$ cat config.mk
export PLATFORM = sky130hd
export DESIGN_NAME = piso_tx
export DESIGN_NICKNAME = d
export VERILOG_FILES = /design/src/rtl/piso_pkg.sv /design/src/rtl/piso_bit_timer.sv /design/src/rtl/piso_tx.sv
export SDC_FILE = /design/constraint.sdc
export NUM_CORES = 1
export LEC_CHECK = 0
export CELL_PAD_IN_SITES_DETAIL_PLACEMENT = 0
export CELL_PAD_IN_SITES_GLOBAL_PLACEMENT = 1
export CORE_MARGIN = 2
export CORE_UTILIZATION = 39
export CTS_CLUSTER_DIAMETER = 120
export DETAILED_ROUTE_END_ITERATION = 8
export GPL_ROUTABILITY_DRIVEN = 0
export GPL_TIMING_DRIVEN = 0
export PLACE_DENSITY = 0.88
export SKIP_LAST_GASP = 1
export SYNTH_ARGS = -nofsm -noshare
export SYNTH_HDL_FRONTEND = slang
export SYNTH_HIERARCHICAL = 1
export SYNTH_SLANG_ARGS = --single-unit
$ cat constraint.sdc
create_clock -name C -period 2.5 [get_ports C]
set_input_delay 0.625 -clock C [delete_from_list [all_inputs] [get_ports C]]
set_output_delay 0.625 -clock C [all_outputs]
set_load 0.02 [all_outputs]
$ cat src/rtl/piso_pkg.sv
// Shared types and constants for the parallel-in serial-out transmitter
// and its matching receiver.
package piso_pkg;

   typedef enum logic [1:0] {IDLE, START, DATA, STOP} state_t;

   localparam logic LINE_IDLE = 1'b1;
   localparam logic START_LVL = 1'b0;
   localparam logic STOP_LVL  = 1'b1;

   // Ceiling log2: the number of bits needed to count 0..v-1.
   function automatic int clog2(input int v);
      int r;
      r = 0;
      for (int i = 0; i < 31; i++) begin
         if ((1 << i) < v) r = i + 1;
      end
      return r;
   endfunction

   // Counter width with a one-bit floor, so that v=1 still gives a real register.
   function automatic int cnt_width(input int v);
      return (clog2(v) < 1) ? 1 : clog2(v);
   endfunction

endpackage

$ cat src/rtl/piso_bit_timer.sv
// Bit-period divider: counts 0..DIV-1 while enabled and flags the last
// clock of each serial bit with a one-cycle tick.
module bit_timer
   import piso_pkg::*;
#(
   parameter int DIV = 4
) (
   input  logic clk,
   input  logic rst,
   input  logic clr,
   input  logic en,
   output logic tick
);

   localparam int            DW   = cnt_width(DIV);
   localparam logic [DW-1:0] LAST = DW'(DIV - 1);

   logic [DW-1:0] cnt;

   always_ff @(posedge clk) begin
      if (rst || clr) begin
         cnt <= '0;
      end else if (en) begin
         cnt <= (cnt == LAST) ? '0 : cnt + 1'b1;
      end
   end

   assign tick = en && !clr && (cnt == LAST);

endmodule

$ cat src/rtl/piso_tx.sv
// Frame transmitter: start bit, W data bits LSB first, stop bit, each held
// DIV clocks; BUSY covers the frame and DONE pulses once at its end.
module piso_tx
   import piso_pkg::*;
#(
   parameter int W   = 4,
   parameter int DIV = 4
) (
   input  logic         C,
   input  logic         sR,
   input  logic [W-1:0] D,
   input  logic         L,
   output logic         TX,
   output logic         BUSY,
   output logic         DONE,
   output state_t       dbg_state
);

   // Handshake: L is the request and BUSY=0 is ready; a word is taken on any
   // edge where L=1 and BUSY=0. Requests seen while BUSY=1 are dropped.

   localparam int            BW       = cnt_width(W);
   localparam logic [BW-1:0] LAST_BIT = BW'(W - 1);

   state_t        state;
   logic [W-1:0]  shift;
   logic [W-1:0]  shift_nx;
   logic [BW-1:0] bitcnt;
   logic          tick;

   assign shift_nx  = shift >> 1;
   assign dbg_state = state;

   // The divider is held cleared in IDLE so the start bit begins at count 0.
   bit_timer #(.DIV(DIV)) u_timer (
      .clk  (C),
      .rst  (sR),
      .clr  (state == IDLE),
      .en   (state != IDLE),
      .tick (tick)
   );

   always_ff @(posedge C) begin
      if (sR) begin
         state  <= IDLE;
         TX     <= LINE_IDLE;
         BUSY   <= 1'b0;
         DONE   <= 1'b0;
         bitcnt <= '0;
         shift  <= '0;
      end else begin
         DONE <= 1'b0;
         case (state)
            IDLE: begin
               TX <= LINE_IDLE;
               if (L) begin
                  shift  <= D;
                  bitcnt <= '0;
                  TX     <= START_LVL;
                  BUSY   <= 1'b1;
                  state  <= START;
               end
            end
            START: begin
               if (tick) begin
                  TX    <= shift[0];
                  state <= DATA;
               end
            end
            DATA: begin
               if (tick) begin
                  shift <= shift_nx;
                  if (bitcnt == LAST_BIT) begin
                     TX    <= STOP_LVL;
                     state <= STOP;
                  end else begin
                     TX     <= shift_nx[0];
                     bitcnt <= bitcnt + 1'b1;
                  end
               end
            end
            STOP: begin
               if (tick) begin
                  BUSY  <= 1'b0;
                  DONE  <= 1'b1;
                  state <= IDLE;
               end
            end
            default: state <= IDLE;
         endcase
      end
   end

endmodule

==> run metrics, run 1 <==
Synth Area in Simple Gates 21.9%; ranking of synthesized cells by area dfxtp_1, ha_1, mux2i_1; Root Buffer clkbuf_4; Post-Synthesis Cells 81; vias in the first global route 533; clock period minus worst slack 2170 ps; CTS tree yes; Synth area leader dfxtp_1; H-tree levels 1; Top-Level Pins 12; M2 GR Usage 20.8%; Worst VDD drop 0.702 mV; Critical Path Sink Type register; GR peak layer met2; drt total wl 1340 microns; sequential power share 30.1%; n_diodes 0; Global Route Usage Sum 13.7%; synthesized area per cell 9.39 sq um; Synth Cell Area 761 sq um; worst reg2reg setup slack 330 ps; internal cell power 627 uW; most frequent cells in the layout dfxtp_1, clkdlybuf4s50_1; dpl hpwl 1020 microns; status finished, final reports clean; leading cell type in the layout, fill and taps excluded dfxtp_1; Final Hold Vio Count 0; post_cts resized 0; TNS Setup 0 ps; TritonRoute pass-1 iters 4; Clk pwr share 12.5%; site row count 15; CTS Buf Count 3; Synth Area in Compound Gates 16.3%; Starting DRT DRC Count 9; worst-case clock skew 1.22 ps; Synth Area in XOR/XNOR 0%; unrepaired setup endpoints after global routing no; Final period util 87.0%; CTS clk-pin slew, worst paths 80 ps; Power Density 1120 nW/um^2; largest family of logic cells by synthesized area simple AND/OR/NAND/NOR gates; area growth from synthesis to layout 22.0%; first-pass GRT wire length 2210 microns; DIE AREA 2320 sq um; Remaining DRCs 0; Placeable Area 1780 sq um; initial antenna violation count 0; clock sinks 13; Slew @ Worst Pin 558 ps; total number of yosys warnings 6; sequential fraction of the synthesis area 34.2%; critical path class reg2reg; Synth top area share 34.2%; WHS Endpoint bitcnt[1]; worst hold start bitcnt[1]; fmax 460 MHz; Cell variety after synth 26; met1 global-route usage 17.9%; LEAKAGE 0.000368 uW; layout cell share with drive strength beyond 1 16.7%; Initial Util 42.7%; hold_buf cts 0; Port Buffer Count 11; Max-slew headroom 62.8%; Reg2Reg Depth 9; die height 48.2 microns; max cap viols 0; grt met3 use 3.70%; multiplexer area fraction after synthesis 10.7%; Worst Hold Class reg2reg; endpoints failing setup 0; vias per inst 5.03; Pwr Total 1040 uW; final net count 111; clock tree buffer depth 2; postcts setup bufs 0; final instance area 928 sq um; hold path depth 2; Avg WL per Cell 11.1 microns; Clock Latency Late Sink 270 ps; post-synthesis adder-cell area fraction 11.5%; post-route ant nets 0; Reg-to-Reg Start dbg_state[0]; grt ovf 0; pin count of the biggest net entering global routing 11; Critical Path RT 2640 ps; Syn Nets 95; Post-DP Area 902 sq um; sw frac 39.9%; CP Data Arrival Time 2320 ps; switching power 416 uW; R2R Path End dbg_state[0]; combinational share of power 57.4%; CP Max Fanout 8; Vias 609; #FFs+latches synth 13; Startpoint Class register; Pins Over Slew Limit 0; Die X 48.2 microns
## sequential cells by signal, indices dropped and copies added, names as in the netlist
register     count
TX               1
u_timer/cnt      2
DONE             1
bitcnt           2
BUSY             1
shift            4
dbg_state        2
## layer usage
| metal | part of all wire, % | vias to the layer above |
|---|---|---|
| met5 | 0 | - |
| met4 | 2.0 | 0 |
| met3 | 2.8 | 5 |
| met2 | 44 | 9 |
| met1 | 51 | 281 |
| li1 | - | 314 |
## cell type report
| type | instances | area (sq um) |
|---|---|---|
| Fill cell | 177 | 855 |
| Buffer | 3 | 26.3 |
| Multi-Input combinational cell | 61 | 459 |
| Sequential cell | 13 | 260 |
| Inverter | 4 | 15.0 |
| Tap cell | 25 | 31.3 |
| Clock buffer | 4 | 26.3 |
| Timing Repair Buffer | 11 | 110 |
## critical path, cell delays in order, from the launching register on
cell	delay, ps
dfxtp_1	350
inv_1	120
ha_1	360
inv_1	130
and3b_1	290
or2b_2	330
and2_4	140
buf_6	130
o211ai_1	100
a21oi_1	80
## power groups by stage
stage / Sequential [uW] / Clock, uW / Combinational, uW
final: 314 / 131 / 599
after floorplan: 341 / 0 / 442
after global placement: 317 / 0 / 594
after CTS: 315 / 133 / 606
after detailed placement: 319 / 0 / 603
after global routing: 323 / 144 / 658
## metrics by stage
stage	instances	worst slack (ps)	utilization, %	hold slack [ps]
CTS	121	328	52.1	482
finish	121	326	52.1	479
detailed placement	117	345	50.6	470
global placement	117	375	50.6	452
global route	121	137	52.1	497
floorplan	81	476	-	449
## logic make-up (layout without fill, tap and decap cells)
| family | Yosys count | in the layout |
|---|---|---|
| AO/OA/AOI/OAI | 17 | 17 |
| adder cells (fa/ha/maj) | 7 | 7 |
| buffers and inverters | 7 | 22 |
| flip-flops | 13 | 13 |
| multiplexers | 8 | 8 |
| AND/OR/NAND/NOR | 29 | 29 |
## worst max path at each step
stage / slack, ps / from / end
after floorplan: 480 / dbg_state[0] / shift[3]
after global routing: 140 / dbg_state[0] / shift[3]
final: 330 / dbg_state[0] / dbg_state[0]
after detailed placement: 350 / dbg_state[0] / shift[3]
after global placement: 380 / dbg_state[0] / dbg_state[0]
after CTS: 330 / dbg_state[0] / dbg_state[0]
## synth_stat cells
library cell / instances
dfxtp_1: 13
a21oi_1: 7
ha_1: 7
mux2i_1: 7
nor2_1: 7
a211oi_2: 4
inv_1: 4
nand2_1: 4
nand2b_1: 4
nor2_2: 3
o21ai_0: 3
buf_6: 2
nand3_1: 2
or2b_1: 2
and2_4: 1
and2b_2: 1
and3b_1: 1
clkbuf_1: 1
mux2_2: 1
nand3b_1: 1
nor3_1: 1
o2111ai_1: 1
o211ai_1: 1
o21bai_1: 1
or2b_2: 1
or3b_1: 1
(Power assumes the default switching activity.)
==> inputs of run 2 (changes only) <==
- CTS_CLUSTER_SIZE: not set -> 12
==> results of run 2 <==
Same layout as run 1: the final DEF is identical, and so are final timing and power.
==> inputs of run 3 (changes only) <==
- CORE_UTILIZATION: 39 -> 35
- PLACE_DENSITY: 0.88 -> 0.84
- clock period: 2.5 -> 1.83 ns (I/O delays scaled with it)
==> run 3 against run 2 <==
Compared with the run above: critical path depth unchanged; clock-buffer cell count unchanged; register-to-register slack worse by 230 ps; via count up 2.1%; clock skew up 2.7 ps; highest routed layer is now met3.
==> run metrics, run 3 (synthesized netlist as in run 1, its figures left out) <==
status finished, final reports clean (unchanged); final worst hold slack 484 ps (was 479 ps); Die X 50.6 microns (was 48.2 microns); Starting DRT DRC Count 5 (was 9); hold_buf cts 0 (unchanged); unrepaired setup endpoints after global routing no (unchanged); Reg-to-Reg Start dbg_state[0] (unchanged); max cap viols 0 (unchanged); clock tree buffer depth 2 (unchanged); CTS tree yes (unchanged); Vias 622 (was 609); Reg2Reg Depth 9 (unchanged); max reg flops 4 (unchanged); die height 50.6 microns (was 48.2 microns); n_diodes 0 (unchanged); CP top delay family simple AND/OR/NAND/NOR gates (unchanged); sequential power share 28.2% (was 30.1%); CP bufs+invs 3 (unchanged); grt ovf 0 (unchanged); area growth from synthesis to layout 31.6% (was 22.0%); Startpoint Class register (unchanged); DP Cell Count 119 (was 117); Worst Hold Class reg2reg (unchanged); clock sinks 13 (unchanged); Power Density 1590 nW/um^2 (was 1120 nW/um^2); combinational share of power 60.5% (was 57.4%); critical path class reg2reg (unchanged); Final period util 94.7% (was 87.0%); vias in the first global route 577 (was 533); worst reg2reg setup slack 100 ps (was 330 ps); pin count of the biggest net entering global routing 11 (unchanged); Clk pwr share 11.4% (was 12.5%); sw frac 39.1% (was 39.9%); worst hold start bitcnt[1] (unchanged); site row count 16 (was 15); Top reg by flops shift (unchanged); DIE AREA 2560 sq um (was 2320 sq um); Worst VDD drop 0.953 mV (was 0.702 mV); post-route ant nets 0 (unchanged); CP Max Fanout 8 (unchanged); WHS Endpoint bitcnt[1] (unchanged); hold path depth 2 (unchanged); CP max stage delay 370 ps (was 360 ps); worst-case clock skew 3.96 ps (was 1.22 ps); vias per inst 4.86 (was 5.03); Global Route Usage Sum 13.0% (was 13.7%); Avg WL per Cell 11.8 microns (was 11.1 microns); Remaining DRCs 0 (unchanged); fillers 204 (was 177); Initial Util 38.0% (was 42.7%); Critical Path RT 1970 ps (was 2640 ps); CTS Buf Count 3 (unchanged); Placeable Area 2000 sq um (was 1780 sq um); dpl hpwl 1060 microns (was 1020 microns); internal cell power 968 uW (was 627 uW); Slew @ Worst Pin 537 ps (was 558 ps); switching power 622 uW (was 416 uW); post-route core utilization 50.0% (was 52.1%); CP Data Arrival Time 1870 ps (was 2320 ps); Clock Latency Late Sink 270 ps (about the same); most frequent cells in the layout dfxtp_1, clkdlybuf4s50_1, nor2_1, a21oi_1, mux2i_1 (was dfxtp_1, clkdlybuf4s50_1); first-pass GRT wire length 2530 microns (was 2210 microns); endpoints failing setup 0 (unchanged); clock period minus worst slack 1730 ps (was 2170 ps); CTS clk-pin slew, worst paths 80 ps (about the same); layout cell share with drive strength beyond 1 28.7% (was 16.7%); drt total wl 1510 microns (was 1340 microns); Pins Over Slew Limit 0 (unchanged); Top-Level Pins 12 (unchanged); worst path cell trace inv_4 > ha_4 > inv_2 > and3b_2 > or2b_4 > and2_4 > buf_6 > o211ai_1 > a21oi_1 (was inv_1 > ha_1 > inv_1 > and3b_1 > or2b_2 > and2_4 > buf_6 > o211ai_1 > a21oi_1); slowest library cell on the worst path dfxtp_4 (was ha_1); LEAKAGE 0.000400 uW (was 0.000368 uW); TritonRoute pass-1 iters 4 (unchanged); H-tree levels 1 (unchanged); Post-Layout Cell Count 128 (was 121); Root Buffer clkbuf_4 (unchanged); R2R Path End dbg_state[0] (unchanged); Port Buffer Count 11 (unchanged); final net count 116 (was 111); Final Hold Vio Count 0 (unchanged); Max-slew headroom 64.2% (was 62.8%); Critical Path Sink Type register (unchanged); fmax 577 MHz (was 460 MHz); Pwr Total 1590 uW (was 1040 uW); initial antenna violation count 0 (unchanged)
-- run 3: changes by cell type in the layout (fill, tap and decap cells not counted), sizes merged --
cell and change:
buf +5
-- run 3: worst max-delay path by stage --
stage | startpoint | end | slack (ps) | cells past startpoint
5_1_grt | dbg_state[0] | dbg_state[0] | 20 | 9
2_1_floorplan | dbg_state[1] | shift[3] | 10 | 9
3_3_place_gp | dbg_state[1] | dbg_state[0] | -70 | 9
3_5_place_dp | dbg_state[1] | dbg_state[0] | -90 | 9
4_1_cts | dbg_state[1] | dbg_state[0] | 30 | 9
6_report | dbg_state[0] | dbg_state[0] | 100 | 9
-- run 3: per-layer routing --
| metal | share of wire [%] | GRT usage (%) | routed length (microns) |
|---|---|---|---|
| met5 | 0 | 0 | 0 |
| met4 | 0 | 6.76 | 0 |
| met3 | 3.4 | 2.08 | 52 |
| met2 | 47 | 21.1 | 714 |
| met1 | 49 | 16.4 | 746 |
-- run 3: cell type report --
type / instances / area [sq um] / share of cell area [%]
Clock buffer: 4 / 26.3 / 2.63
Tap cell: 27 / 33.8 / 3.38
Buffer: 3 / 26.3 / 2.63
Multi-Input combinational cell: 61 / 482 / 48.1
Inverter: 4 / 17.5 / 1.75
Sequential cell: 13 / 268 / 26.8
Timing Repair Buffer: 16 / 148 / 14.8
-- run 3: what timing repair did --
| action | 4_1_cts | 5_1_grt |
|---|---|---|
| gates resized for setup | 3 | 5 |
| setup buffers | 4 | 1 |
| endpoints found under the setup margin | 6 | 5 |
| pin swaps | 2 | 3 |
-- run 3: worst register-to-register path, cell delays in order (launching register included) --
cell,delay [ps]
dfxtp_4,370
inv_4,70
ha_4,150
inv_2,50
and3b_2,240
or2b_4,260
and2_4,140
buf_6,130
o211ai_1,100
a21oi_1,90
-- run 3: metrics by stage --
stage / setup TNS (ps) / area [sq um] / setup slack (ps)
global route: 0 / 1000 / 22.7
global placement: -214 / 920 / -74.3
floorplan: 0 / 776 / 12.7
detailed placement: -351 / 920 / -87.4
CTS: 0 / 983 / 27.6
finish: 0 / 1000 / 97.2
-- run 3: power groups by stage --
stage	Combinational, uW	Clock (uW)	Sequential [uW]
global route	1060	197	459
global placement	854	0	439
finish	961	181	448
detailed placement	870	0	443
CTS	934	188	439
floorplan	643	0	473
